`src/rtl/mips_pkg.sv`:
```
// Shared MIPS core types: fetch FSM states, decoder strobe bundle,
// instruction field positions and common constants.
package mips_pkg;

  typedef enum logic [1:0] {
    FETCH = 2'd0,
    WAIT  = 2'd1,
    EXEC  = 2'd2,
    HALT  = 2'd3
  } state_t;

  typedef struct packed {
    logic beq;
    logic bne;
    logic jr;
    logic jmp;
    logic jal;
    logic syscall;
  } ctrl_t;

  localparam int OP_MSB   = 31;
  localparam int OP_LSB   = 26;
  localparam int FUNC_MSB = 5;
  localparam int IMM_MSB  = 15;
  localparam int JIDX_MSB = 25;

  localparam logic [31:0] NOP = 32'h0000_0000;
  localparam int SYSCALL_HALT = 10;

  function automatic logic [31:0] br_off(
    input logic [IMM_MSB:0] imm
  );
    return {{14{imm[IMM_MSB]}}, imm, 2'b00};
  endfunction

endpackage

```
`src/rtl/next_pc_sel.sv`:
```
// Next-PC priority mux: JR, then JMP/JAL, then taken branch,
// otherwise sequential.
module next_pc_sel
  import mips_pkg::*;
(
  input  logic [31:0]       pc_plus4,
  input  logic [JIDX_MSB:0] jidx,
  input  ctrl_t             ctrl,
  input  logic              alu_equal,
  input  logic [31:0]       rs_data,
  output logic [31:0]       next_pc,
  output logic              misalign
);

  logic        br_taken;
  logic        sel_jr;
  logic        sel_j;
  logic        sel_br;
  logic [31:0] jr_tgt;
  logic [31:0] j_tgt;
  logic [31:0] br_tgt;

  assign br_taken = (ctrl.beq & alu_equal) |
                    (ctrl.bne & ~alu_equal);

  // one-hot selects so overlapping strobes resolve by priority
  assign sel_jr = ctrl.jr;
  assign sel_j  = ~ctrl.jr & (ctrl.jmp | ctrl.jal);
  assign sel_br = ~ctrl.jr & ~(ctrl.jmp | ctrl.jal)
                & br_taken;

  assign jr_tgt = {rs_data[31:2], 2'b00};
  assign j_tgt  = {pc_plus4[31:28], jidx, 2'b00};
  assign br_tgt = pc_plus4 + br_off(jidx[IMM_MSB:0]);

  assign misalign = ctrl.jr & (|rs_data[1:0]);

  always_comb begin
    next_pc = pc_plus4;
    unique case (1'b1)
      sel_jr:  next_pc = jr_tgt;
      sel_j:   next_pc = j_tgt;
      sel_br:  next_pc = br_tgt;
      default: next_pc = pc_plus4;
    endcase
  end

endmodule

```
`src/rtl/fetch_sequencer.sv`:
```
// Instruction fetch and next-PC sequencer: owns PC, halt state
// and the retired-instruction counter.
module fetch_sequencer
  import mips_pkg::*;
#(
  parameter logic [31:0] RESET_PC = 32'h0000_0000,
  parameter int          CNT_W    = 32
) (
  input  logic             clk,
  input  logic             rst_n,
  output logic             imem_req,
  output logic [31:0]      imem_addr,
  input  logic             imem_ack,
  input  logic [31:0]      imem_rdata,
  output logic [31:0]      instr,
  output logic             instr_valid,
  input  logic             Beq,
  input  logic             Bne,
  input  logic             JR,
  input  logic             JMP,
  input  logic             JAL,
  input  logic             SysCall,
  input  logic             alu_equal,
  input  logic [31:0]      rs_data,
  input  logic             halt_code,
  input  logic             resume,
  output logic [31:0]      pc,
  output logic [31:0]      pc_plus4,
  output logic             halted,
  output logic             misalign_err,
  output logic [CNT_W-1:0] retired
);

  state_t      state;
  state_t      state_n;
  logic        req_q;
  ctrl_t       ctrl;
  logic [31:0] next_pc;
  logic        jr_mis;

  assign ctrl = '{
    beq:     Beq,
    bne:     Bne,
    jr:      JR,
    jmp:     JMP,
    jal:     JAL,
    syscall: SysCall
  };

  assign pc_plus4    = pc + 32'd4;
  assign imem_addr   = pc;
  assign imem_req    = req_q;
  assign instr_valid = (state == EXEC);
  assign halted      = (state == HALT);

  next_pc_sel u_npc (
    .pc_plus4  (pc_plus4),
    .jidx      (instr[JIDX_MSB:0]),
    .ctrl      (ctrl),
    .alu_equal (alu_equal),
    .rs_data   (rs_data),
    .next_pc   (next_pc),
    .misalign  (jr_mis)
  );

  always_comb begin
    state_n = state;
    unique case (state)
      FETCH: state_n = WAIT;
      WAIT:  if (imem_ack) state_n = EXEC;
      EXEC: begin
        if (SysCall & halt_code) state_n = HALT;
        else                     state_n = FETCH;
      end
      HALT:  if (resume) state_n = FETCH;
      default: state_n = FETCH;
    endcase
  end

  always_ff @(posedge clk or negedge rst_n) begin
    if (!rst_n) begin
      state <= FETCH;
      req_q <= 1'b0;
    end else begin
      state <= state_n;
      // registered so the request stays low in the reset cycle
      req_q <= (state_n == FETCH) || (state_n == WAIT);
    end
  end

  always_ff @(posedge clk or negedge rst_n) begin
    if (!rst_n) begin
      pc           <= RESET_PC;
      instr        <= NOP;
      misalign_err <= 1'b0;
      retired      <= '0;
    end else begin
      if (state == WAIT && imem_ack)
        instr <= imem_rdata;
      if (state == EXEC) begin
        pc      <= next_pc;
        retired <= retired + CNT_W'(1);
        if (jr_mis)
          misalign_err <= 1'b1;
      end
    end
  end

endmodule

```
`config.mk`:
```
export PLATFORM = sky130hd
export DESIGN_NAME = fetch_sequencer
export DESIGN_NICKNAME = d
export VERILOG_FILES = /design/src/rtl/mips_pkg.sv /design/src/rtl/next_pc_sel.sv /design/src/rtl/fetch_sequencer.sv
export SDC_FILE = /design/constraint.sdc
export NUM_CORES = 1
export LEC_CHECK = 0
export CAP_MARGIN = 20
export CORE_ASPECT_RATIO = 2
export CORE_MARGIN = 2
export CORE_UTILIZATION = 40
export CTS_BUF_LIST = sky130_fd_sc_hd__clkbuf_16
export CTS_CLUSTER_DIAMETER = 150
export DETAILED_ROUTE_END_ITERATION = 8
export HOLD_SLACK_MARGIN = 0.15
export PLACE_DENSITY = 0.8
export SYNTH_ARGS = -nofsm -noshare
export SYNTH_HDL_FRONTEND = slang
export SYNTH_SLANG_ARGS = --single-unit
```
`constraint.sdc`:
```
create_clock -name clk -period 3.82 [get_ports clk]
set_input_delay 0.573 -clock clk [delete_from_list [all_inputs] [get_ports clk]]
set_output_delay 0.573 -clock clk [all_outputs]
set_load 0.03 [all_outputs]
```
# Word-level counts from Yosys, hierarchy flattened
# Cells that the tools add are included.
[word_totals]
wordCells = 36
input_bits = 76
ff_bits = 100
output_inout_bits = 164
[op_classes]
n_reduce_logical = 6
n_eq_ne = 4
bitwise = 12
addsub = 3
muxes = 5
[op_table]
columns = ["op", "count"]
rows = [
  ["$pmux 32 s3", 1],
  ["$add 32x1->32 const B", 1],
  ["$add 32x3->32 const B", 1],
  ["$add 32x32->32", 1],
  ["$pmux 2 s4", 1],
  ["$and 1x1->1", 7],
  ["$mux 2", 3],
  ["$eq 2x1->1 const B", 2],
  ["$eq 2x2->1 const B", 2],
  ["$logic_not 2->1", 2],
  ["$not 1->1", 3],
  ["$or 1x1->1", 2],
  ["$reduce_and 2->1", 1],
  ["$reduce_or 2->1", 1],
  ["$logic_and 1x1->1", 1],
  ["$logic_or 1x1->1", 1],
]

# Longest topological paths before layout
[logic_depth]
depth_word = 5
ltp_mapped = 16
depth_no_buf = 15

# Hierarchy
# Synthesis repeated with hierarchy kept, for this count alone.
[unflattened]
hier_cells = 755
area_unflattened_um2 = 7171.9
[by_module_without_submodules]
columns = ["mod", "cells_per_inst", "seq_area_each_um2", "instances", "area_each_um2"]
rows = [
  ["fetch_sequencer", 392, 2502.4, 1, 4770.8],
  ["next_pc_sel", 363, 0.0, 1, 2401.1],
]

# Worst setup path after synthesis
# No wires, ideal clock.
[synth_path]
kind = "reg-to-reg"
start = "register pc[2] (netlist: imem_addr[2])"
end = "register pc[28] (netlist: imem_addr[28])"
arrival_ns = 4.000
setup_ns = 0.136
period_less_slack_ns = 4.136
required_ns = 3.684
path_buffers = 0
stages_incl_launch_ff = 14
setup_slack_ns = -0.316
path_cell_list = "dfrtp_1 -> ha_1 -> and4_1 -> nand4_1 -> nor3_1 -> nand2_1 -> xnor2_1 -> ha_1 -> and3_1 -> a22oi_1 -> a31oi_1 -> or3_1 -> a2111oi_0 -> nor3_1"
[synth_via]
elab_chain_len = 3
[synth_rtl]
columns = ["element", "line", "text"]
rows = [
  ["from (decl)", "fetch_sequencer.sv:27", "output logic [31:0] pc,"],
  ["from (signal assigned)", "fetch_sequencer.sv:101", "pc <= next_pc;"],
  ["$add 32x3->32", "fetch_sequencer.sv:50", "assign pc_plus4 = pc + 32'd4;"],
  ["named net pc_plus4[24]", "fetch_sequencer.sv:28", "output logic [31:0] pc_plus4,"],
  ["$add 32x32->32", "next_pc_sel.sv:34", "assign br_tgt = pc_plus4 + br_off(jidx[IMM_MSB:0]);"],
  ["$pmux 32 s3", "next_pc_sel.sv:40", "unique case (1'b1)"],
]
# The timed path passes the listed nets, and every way through them passes these cells.
# A chain may end at the register's enable or synchronous reset.

# Final worst setup path
[layout_path]
start = "register pc[5] (netlist: imem_addr[5])"
end = "output pc_plus4[28]"
[layout_via]
elab_chain_len = 1
[layout_rtl]
columns = ["element", "line"]
rows = [
  ["$add 32x3->32", "fetch_sequencer.sv:50"],
  ["to (decl)", "fetch_sequencer.sv:28"],
]
# No other way between the ends.

==> reports/qor.csv <==
metric,value,unit
rsz0062_at_grt,yes,
antenna_found_initial,0,
gr-total-overflow,0,
syn_area,7083,um^2
reg2reg_slack,0.13,ns
postSynth.asyncResetShare,1.000,
tightest_slew,0.7798,ns
synth_cells,804,
die_w,98.10,um
gp_congestion,0.9527,
core-area,17270,um^2
min_period_over_period,0.9682,
vdd_drop_max,0.0004347,V
setup_viol,0,
ys_warn_count,0,
synth.ff_latch_count,98,
pre_cts_slack,0.04750,ns
avgSynthCellArea,8.810,um^2
fin_area,10220,um^2
yosysUniqueCellTypes,66,
cts_buffers,9,
layout_commonest_cell,clkdlybuf4s50_1,
htree_levels,3,
via_per_inst,5.836,
critical_path_class,register to output port,
p_leak,4.290,nW
skew,0.009538,ns
cts_max_path_buffers,2,
r2r_cells,14,
hpwl,20830,um
r2r_end,imem_addr[30],
p_total,10.38,mW
yosys.area.top_type,dfrtp_1,
relSlewSlack,0.4801,
max_freq,270.4,MHz
post_dp_cell_area,9798,um^2
end_kind,output port,
ant_nets,0,
num_vias,7242,
ctsRootBufferMaster,clkbuf_16,
setup_tns,0,ns
worstPathRequired,3.25,ns
nFillCells,1499,
clock-sinks,98,
cts_tree,yes,
synth_edf_count,0,
firstDrtPassIters,5,
rows,68,
start_util,0.4101,
finalMaxSlewViolations,0,
port_buffers,233,
cp_max_fo,8,
diodes,0,
grt_max_degree,56,
die-area,18850,um^2
grt_pass1_wl,40330,um
drc,0,
synthFlopType,dfrtp_1,
hold_buffers,0,
hold_viol_final,0,
cts.clk_slew.worst_paths,0.08,ns
post-route-min-period,3.699,ns
p_per_area,1015,nW/um^2
dr.first_iter.drc_count,281,
drive_gt1_frac,0.1426,
maxCapViolCount,0,
nNetsFinal,1138,
reg2reg_from,imem_addr[5],
synthTopCellsByArea,"dfrtp_1 (35%), xnor2_1 (7.4%), ha_1 (6.2%), mux2_2 (5.4%), a21oi_1 (4.5%)",
grt_pass1_vias,7502,
io_pins,240,
setup_ws,0.1215,ns
layout_common_cells,"clkdlybuf4s50_1 (230), dfrtp_1 (96), nand2_1 (79)",
worstPathArrival,3.13,ns
worst_hold_slack,0.2902,ns
clk_latency,0.36,ns
status,"complete, no violations",
startpoint_type,register,
route.final.wire_length,26670,um
syn2layout_area_growth,44.29,%
grt_usage,0.2776,
die-height,192.2,um
wl_per_cell,21.49,um
hold_class,input port to async pin,
post-synth-top-area-fraction,0.3462,
ys_seq_area_frac,0.3462,
timing repair:
| item | CTS | global route |
|---|---|---|
| setup endpoints to repair | 2 | 12 |
| gates resized for setup | 2 | 22 |
| buffers inserted | 0 | 1 |
| pin swaps | 0 | 5 |
report_power, final:
group | switching (mW) | internal (mW)
clock | 0.474 | 0.529
sequential | 0.483 | 1.41
combinational | 4.36 | 3.13
how the worst max path moves through the flow:
stage	to	slack (ns)	from
2_1_floorplan	imem_addr[28]	-0.005	imem_addr[10]
3_3_place_gp	imem_addr[28]	0.12	imem_addr[8]
3_5_place_dp	imem_addr[30]	0.05	imem_addr[3]
4_1_cts	imem_addr[30]	0.02	imem_addr[2]
5_1_grt	imem_addr[31]	-0.05	imem_addr[3]
6_report	pc_plus4[28]	0.12	imem_addr[5]
cells in the mapped netlist (19+ instances only):
cell type	number
buf_4	37
clkbuf_1	26
o21ai_0	51
nand2_1	81
dfrtp_1	98
a21oi_1	63
nor2_1	54
and3_1	19
ha_1	35
xnor2_1	60
mux2_2	34
nand3_1	38
per-stage QoR:
stage,std cells,util
finish,1241,0.5917
global route,1241,0.5917
CTS,1240,0.5859
detailed placement,1224,0.5673
global placement,1224,0.5673
floorplan,809,-
routing by layer:
metal,GRT usage,vias to the layer above,share of wire
li1,-,3318,-
met1,0.2558,3484,0.32
met2,0.5329,339,0.56
met3,0.05058,101,0.057
met4,0.1976,0,0.066
met5,0,-,0
logic make-up (layout without fill, tap and decap cells):
| logic type | count (synthesis) | after routing | share of synthesized area |
|---|---|---|---|
| AND/OR/NAND/NOR | 252 | 252 | 0.1735 |
| AO/OA/AOI/OAI | 216 | 216 | 0.1938 |
| flip-flops | 98 | 98 | 0.3462 |
| buffers and inverters | 86 | 308 | 0.06518 |
| XOR/XNOR | 76 | 76 | 0.09504 |
| multiplexers | 39 | 39 | 0.06112 |
| adder cells (fa/ha/maj) | 36 | 36 | 0.06465 |
| other | 1 | 6 | 0.0005294 |
worst max-delay path, stage by stage, from the launching register on:
cell,delay (ns)
dfrtp_1,0.50
and4_2,0.32
nand4_1,0.22
nor3_2,0.30
buf_4,0.19
nand2_1,0.10
xnor2_1,0.37
clkdlybuf4s50_1,0.76
registers in the layout, indices dropped and copies added (netlist names):
| register | flops |
|---|---|
| retired | 32 |
| state | 2 |
| instr | 32 |
| imem_req | 1 |
| misalign_err | 1 |
| imem_addr | 30 |
area by class of cell:
cell class / instances / area (um^2) / share of cell area
clock inverter: 7 / 95.09 / 0.009305
multi-input combinational: 625 / 4474 / 0.4378
inverter: 19 / 71.32 / 0.006978
clock buffer: 9 / 225.2 / 0.02204
timing repair buffer: 273 / 2636 / 0.2580
tap: 210 / 262.8 / 0.02571
sequential: 98 / 2455 / 0.2402
Note: power is estimated with default switching activity, not from simulation.
